<file path="src/rtl/sdf_twiddle_mult.sv">
// Twiddle-multiply stage of a radix-2 SDF FFT: tracks frame position, addresses the
// twiddle ROM and multiplies second-half butterfly outputs by the returned twiddle.
module sdf_twiddle_mult #(
  parameter int NFFT       = 128,
  parameter int DATA_WIDTH = 16,
  parameter int STAGE      = 0,
  parameter int TW_FRAC    = 14
) (
  input  logic                          clk,
  input  logic                          rst_n,
  input  logic                          in_valid,
  input  logic                          in_sof,
  input  logic [DATA_WIDTH-1:0]         in_real,
  input  logic [DATA_WIDTH-1:0]         in_imag,
  output logic [$clog2(NFFT/2)-1:0]     tw_addr,
  input  logic [DATA_WIDTH-1:0]         tw_real,
  input  logic [DATA_WIDTH-1:0]         tw_imag,
  output logic                          out_valid,
  output logic                          out_sof,
  output logic [DATA_WIDTH-1:0]         out_real,
  output logic [DATA_WIDTH-1:0]         out_imag
);

  localparam int CNT_W  = $clog2(NFFT);
  localparam int ADDR_W = $clog2(NFFT / 2);
  localparam int M      = NFFT >> STAGE;
  localparam int PW     = 2 * DATA_WIDTH;
  localparam int SW     = 2 * DATA_WIDTH + 1;

  localparam logic [CNT_W-1:0]     K_MASK  = CNT_W'(M - 1);
  localparam logic [CNT_W-1:0]     HALF    = CNT_W'(M / 2);
  localparam logic signed [SW-1:0] RND     = SW'(1) <<< (TW_FRAC - 1);
  localparam logic signed [SW-1:0] SAT_MAX = SW'(2 ** (DATA_WIDTH - 1) - 1);
  localparam logic signed [SW-1:0] SAT_MIN = ~SAT_MAX;

  // Round half up by TW_FRAC bits, then clamp to the output range.
  function automatic logic signed [DATA_WIDTH-1:0] round_sat(input logic signed [SW-1:0] x);
    logic signed [SW-1:0] r;
    r = (x + RND) >>> TW_FRAC;
    if (r > SAT_MAX) begin
      return SAT_MAX[DATA_WIDTH-1:0];
    end else if (r < SAT_MIN) begin
      return SAT_MIN[DATA_WIDTH-1:0];
    end
    return r[DATA_WIDTH-1:0];
  endfunction

  logic [CNT_W-1:0] cnt_q, cnt_d;
  logic [CNT_W-1:0] pos;
  logic [CNT_W-1:0] k;
  logic             bypass;

  always_comb begin
    pos     = (in_valid && in_sof) ? '0 : cnt_q;
    k       = pos & K_MASK;
    bypass  = (k < HALF);
    tw_addr = bypass ? '0 : ADDR_W'((k - HALF) << STAGE);
    cnt_d   = in_valid ? pos + 1'b1 : cnt_q;
  end

  logic                         vld_p1_q, sof_p1_q, byp_p1_q;
  logic signed [DATA_WIDTH-1:0] re_p1_q, im_p1_q, twr_p1_q, twi_p1_q;

  logic                         vld_p2_q, sof_p2_q, byp_p2_q;
  logic signed [DATA_WIDTH-1:0] re_p2_q, im_p2_q;
  logic signed [PW-1:0]         ac_p2_q, bd_p2_q, ad_p2_q, bc_p2_q;

  logic                         out_valid_q, out_sof_q;
  logic signed [DATA_WIDTH-1:0] out_real_q, out_imag_q;

  logic signed [SW-1:0] re_sum, im_sum;

  assign re_sum = SW'(ac_p2_q) - SW'(bd_p2_q);
  assign im_sum = SW'(ad_p2_q) + SW'(bc_p2_q);

  // P1: capture sample, twiddle and flags
  always_ff @(posedge clk) begin
    if (!rst_n) begin
      cnt_q    <= '0;
      vld_p1_q <= 1'b0;
      sof_p1_q <= 1'b0;
      byp_p1_q <= 1'b0;
      re_p1_q  <= '0;
      im_p1_q  <= '0;
      twr_p1_q <= '0;
      twi_p1_q <= '0;
    end else begin
      cnt_q    <= cnt_d;
      vld_p1_q <= in_valid;
      sof_p1_q <= in_valid & in_sof;
      byp_p1_q <= bypass;
      re_p1_q  <= signed'(in_real);
      im_p1_q  <= signed'(in_imag);
      twr_p1_q <= signed'(tw_real);
      twi_p1_q <= signed'(tw_imag);
    end
  end

  // P2: partial products; bypass data rides alongside
  always_ff @(posedge clk) begin
    if (!rst_n) begin
      vld_p2_q <= 1'b0;
      sof_p2_q <= 1'b0;
      byp_p2_q <= 1'b0;
      re_p2_q  <= '0;
      im_p2_q  <= '0;
      ac_p2_q  <= '0;
      bd_p2_q  <= '0;
      ad_p2_q  <= '0;
      bc_p2_q  <= '0;
    end else begin
      vld_p2_q <= vld_p1_q;
      sof_p2_q <= sof_p1_q;
      byp_p2_q <= byp_p1_q;
      re_p2_q  <= re_p1_q;
      im_p2_q  <= im_p1_q;
      ac_p2_q  <= PW'(re_p1_q) * PW'(twr_p1_q);
      bd_p2_q  <= PW'(im_p1_q) * PW'(twi_p1_q);
      ad_p2_q  <= PW'(re_p1_q) * PW'(twi_p1_q);
      bc_p2_q  <= PW'(im_p1_q) * PW'(twr_p1_q);
    end
  end

  // P3: combine, round, saturate; data holds across bubbles
  always_ff @(posedge clk) begin
    if (!rst_n) begin
      out_valid_q <= 1'b0;
      out_sof_q   <= 1'b0;
      out_real_q  <= '0;
      out_imag_q  <= '0;
    end else begin
      out_valid_q <= vld_p2_q;
      out_sof_q   <= sof_p2_q;
      if (vld_p2_q) begin
        out_real_q <= byp_p2_q ? re_p2_q : round_sat(re_sum);
        out_imag_q <= byp_p2_q ? im_p2_q : round_sat(im_sum);
      end
    end
  end

  assign out_valid = out_valid_q;
  assign out_sof   = out_sof_q;
  assign out_real  = out_real_q;
  assign out_imag  = out_imag_q;

endmodule

</file>
<file path="config.mk">
export PLATFORM = sky130hd
export DESIGN_NAME = sdf_twiddle_mult
export DESIGN_NICKNAME = d
export VERILOG_FILES = /design/src/rtl/sdf_twiddle_mult.sv
export SDC_FILE = /design/constraint.sdc
export NUM_CORES = 2
export LEC_CHECK = 0
export BUFFER_PORTS_ARGS = -buffer_cell sky130_fd_sc_hd__buf_4
export CAP_MARGIN = 40
export CORE_MARGIN = 2
export CORE_UTILIZATION = 30
export DETAILED_ROUTE_END_ITERATION = 7
export PLACE_DENSITY = 0.45
export SLEW_MARGIN = 25
export SYNTH_ARGS = -nofsm -noshare
export SYNTH_HDL_FRONTEND = slang
export SYNTH_SLANG_ARGS = --single-unit
</file>
<file path="constraint.sdc">
create_clock -name clk -period 6.5 [get_ports clk]
set_input_delay 1.95 -clock clk [delete_from_list [all_inputs] [get_ports clk]]
set_output_delay 1.95 -clock clk [all_outputs]
set_load 0.01 [all_outputs]
</file>
==> reports/results.txt <==
After synthesis the netlist holds a flip-flop and latch count of 271. The minimum setup slack among reg-to-reg paths is 140 ps. The first global-routing pass estimated 239,000 µm of wire. The longest clock path from root to sink contains 3 buffers.

The endpoint of the worst hold-timing path is out_sof. The die extent in y was 414 µm. For this run, the post-layout net count is 7,331. The critical path launch point type is a flip-flop. The routed layout has 36,700 vias.

The filler-free cell count of the finished design was 8,004; the ratio of total power to cell area was 286 nW/µm². The tools report the reg-to-reg critical path endpoint as ad_p2_q[31]. The maximum clock frequency was 0.157 GHz; the post-detailed-route wirelength per cell was 19.1 µm. The min-delay analysis places its worst path in the category flip-flop to flip-flop. The number of hold buffers added after CTS was 0; the number of maximum-capacitance violations was 0. The clock net in this run drives a total of 271 sinks. The number of nets in the synthesized netlist was 7,072. The worst voltage drop across the vdd grid was 0.000189 V. The synthesized netlist occupies a cell area of 50,300 µm². The H-tree was split into 2 levels. The tools report the number of antenna violations at the first check in global routing as 13.

The worst setup path is captured at a flip-flop. The tools report the setup skew after layout as 14.3 ps. The number of placed instances, taps included, is 7,912.

Input and output buffers added on the ports amount to 107. The clock-pin slew on the worst setup and hold paths came out at 60 ps. fa_1 takes more of the synthesized area than any other cell. The number of rows in the core area was 150; the detailed-route wire length was 153,000 µm. For this run, the register share of the synthesized area comes to 10.8%. Setup repair after global routing could not meet its margin everywhere. The final setup slack of the worst path was 143 ps. The tools report the number of max-slew violations in the final report as 0. The cell sitting at the root of the clock tree is a clkbuf_16.

Most common flop cell mapped by yosys: dfxtp_1. The critical path class is flip-flop to flip-flop. The detailed-route DRC error count is 0, and the number of cells traversed by the worst hold path is 1.

The via count of the first global-routing pass is 39,600. The worst flop-to-flop path startpoint was twi_p1_q[4]. The cell depth of the worst flop-to-flop path works out to 24. The area share of the largest cell type after synthesis is 41.7%. The floorplan step defined a core boundary enclosing 167,000 µm². The run gives 0 ps as the setup TNS after final layout. For the I/O pin count, the log shows 108. TritonCTS built the clock tree. For this design the static power due to leakage is 0.0296 µW. For the instance count of the mapped netlist, the log shows 5,505.

After synthesis, the most frequently instantiated cells are inv_1 (1,198), fa_1 (1,048), and2_1 (615), nand2_1 (576), ha_1 (451). The largest fanout on the critical path works out to 20. Effective utilization at floorplan: 30.2%.

The detail route stage leaves a number of antenna-violating nets equal to 0. The number of different library cells used by synthesis comes to 74. For the total count of hold-check failures in the final report, the log shows 0. The flow ran to the end, and the final reports show no timing, DRC or antenna violations. After legalization and detailed placement, the total HPWL measured 128,000 µm. For this block, the initial DRC count from the detailed router was 1,975.

The worst hold path begins at sof_p2_q. The number of clock buffers added by TritonCTS is 42. Counting flops with a built-in enable in the synthesized netlist gives 0. For the residual overflow from global routing, the log shows 0. The maximum number of pins on one net before global-route repair was 62.

The worst setup slack before clock tree synthesis is -86.1 ps, and the number of warning messages in the yosys log is 0. The headroom to the max-slew limit is 48.3%, and the final-report setup violation count is 0. At the later pin of the worst-skew pair, clock insertion delay measures 620 ps. After detailed routing, the number of vias per cell comes to 4.58. Relative to the synthesized area, the layout overhead comes to 16.0%.

The part of the cycle the worst path needs came out at 97.8%. The die is 414 µm wide. STA puts the critical path data arrival time at 6900 ps. The congestion estimate from routability-driven global placement came to 0.866.

On the final layout, the worst hold slack is 431 ps. The overall global routing resource usage is 18.4%. The share of layout cells above drive strength 1 is 10.7%. The tools report the number of iterations in the first detailed-routing pass as 5.

Yosys attributes the largest share of cell area to fa_1 (42%), ha_1 (11%), dfxtp_1 (11%). For the pin with the worst max-slew slack, the measured transition is 775 ps. The synthesized area divided by synthesized cell count was 9.14 µm².

The fraction of synthesis flops using an asynchronous set or reset pin was 0%; the area enclosed by the die boundary was 171,000 µm². The required time at the endpoint of the critical path is 7040 ps. After layout, the minimum clock period comes to 6360 ps. Most used standard cell by instance count after synthesis: inv_1.
flip-flops by register name (all words and copies together), names as in the netlist, 7 cells and up:
name / count
ac_p2_q: 32
ad_p2_q: 32
bc_p2_q: 32
bd_p2_q: 32
cnt_q: 7
im_p1_q: 16
im_p2_q: 16
out_imag: 16
out_real: 16
re_p1_q: 16
re_p2_q: 16
twi_p1_q: 16
twr_p1_q: 16
area by class of cell:
cell class                 instances  area [µm²]
clock buffer                      53        1160
tap                             2204        2760
antenna                            4        10.0
sequential                       271        5470
timing repair buffer             462        4370
multi-input combinational       3787       39700
inverter                        1200        4510
clock inverter                    23         385
fill                           17200      108000
cell usage in the layout, fill, tap and decap left out, types with 10 or more instances in the layout:
| master | count |
|---|---|
| nand2b_1 | 40 |
| nand3_1 | 21 |
| buf_6 | 12 |
| nor2_1 | 206 |
| and3_1 | 26 |
| fa_1 | 1043 |
| nor2b_1 | 10 |
| o21bai_1 | 24 |
| xnor2_1 | 108 |
| o211ai_1 | 14 |
| o21ai_0 | 105 |
| inv_1 | 1198 |
| a21o_1 | 73 |
| nand2_1 | 573 |
| or3_1 | 10 |
| dfxtp_2 | 17 |
| and2_1 | 615 |
| dfxtp_1 | 249 |
| a211oi_1 | 28 |
| a31oi_1 | 21 |
| a21oi_1 | 131 |
| nor3_1 | 31 |
| buf_12 | 62 |
| o21a_1 | 20 |
| nand4_1 | 23 |
| buf_4 | 380 |
| o21ai_1 | 22 |
| ha_1 | 445 |
| clkbuf_16 | 44 |
| xor2_1 | 46 |
how the worst max path moves through the flow:
| stage | end | startpoint | slack (ps) | cells past startpoint |
|---|---|---|---|---|
| after floorplan | ad_p2_q[30] | re_p1_q[7] | 340 | 24 |
| after global placement | ad_p2_q[29] | twi_p1_q[1] | -20 | 21 |
| after detailed placement | bd_p2_q[31] | twi_p1_q[1] | -90 | 22 |
| after CTS | bc_p2_q[31] | twr_p1_q[2] | 40 | 25 |
| after global routing | ad_p2_q[31] | twi_p1_q[4] | -50 | 24 |
| final | ad_p2_q[31] | twi_p1_q[4] | 140 | 24 |
layer usage:
| layer | vias up | routed length (µm) | global-route usage [%] |
|---|---|---|---|
| li1 | 17100 | - | - |
| met1 | 18700 | 72000 | 26.3 |
| met2 | 705 | 68300 | 28.8 |
| met3 | 145 | 7740 | 2.72 |
| met4 | 10 | 4460 | 5.10 |
| met5 | - | 58 | 0 |
logic make-up (layout without fill, tap and decap cells):
logic type | count (synthesis) | in the layout | share of synthesized area [%]
flops | 271 | 271 | 10.8
compound gates | 521 | 521 | 6.59
fa+ha+maj | 1499 | 1499 | 52.9
other cells | 0 | 4 | 0
mux | 10 | 10 | 0.201
buf+inv | 1447 | 1738 | 10.8
simple gates | 1602 | 1602 | 16.0
xor+xnor | 155 | 155 | 2.70
worst max-delay path, stage by stage (launching register included):
cell and delay, ps:
dfxtp_4 400, buf_12 170, and2_1 180, fa_1 530
inv_1 50, fa_1 460, fa_1 520, inv_1 60
fa_1 520, fa_1 490, inv_1 50, fa_1 480
inv_1 40, ha_1 310, buf_4 180, a21o_1 190
a21oi_2 140, o32ai_2 100, nor3_2 180, a21o_1 190
a211o_1 170, a31oi_2 120, o31a_1 260, or3_1 330
a21oi_2 150
timing repair:
action | 4_1_cts | 5_1_grt
pin swaps | 0 | 34
endpoints found under the setup margin | 11 | 36
gates resized for setup | 5 | 103
cloned | 0 | 2
endpoints found under the hold margin | 0 | 0
buffers inserted | 0 | 10
stage by stage:
stage | area [µm²] | utilization (%) | power, µW
3_5_place_dp | 56300 | 33.7 | 13900
4_1_cts | 57800 | 34.7 | 16700
6_report | 58400 | 35.0 | 16700
5_1_grt | 58300 | 35.0 | 18300
3_3_place_gp | 56300 | 33.7 | 13900
2_1_floorplan | 50300 | - | 9460
where the power goes:
| group | switching, µW | internal (µW) |
|---|---|---|
| Clock | 990 | 1630 |
| Sequential | 266 | 2010 |
| Combinational | 6870 | 4930 |
Note: power is estimated with default switching activity, not from simulation.
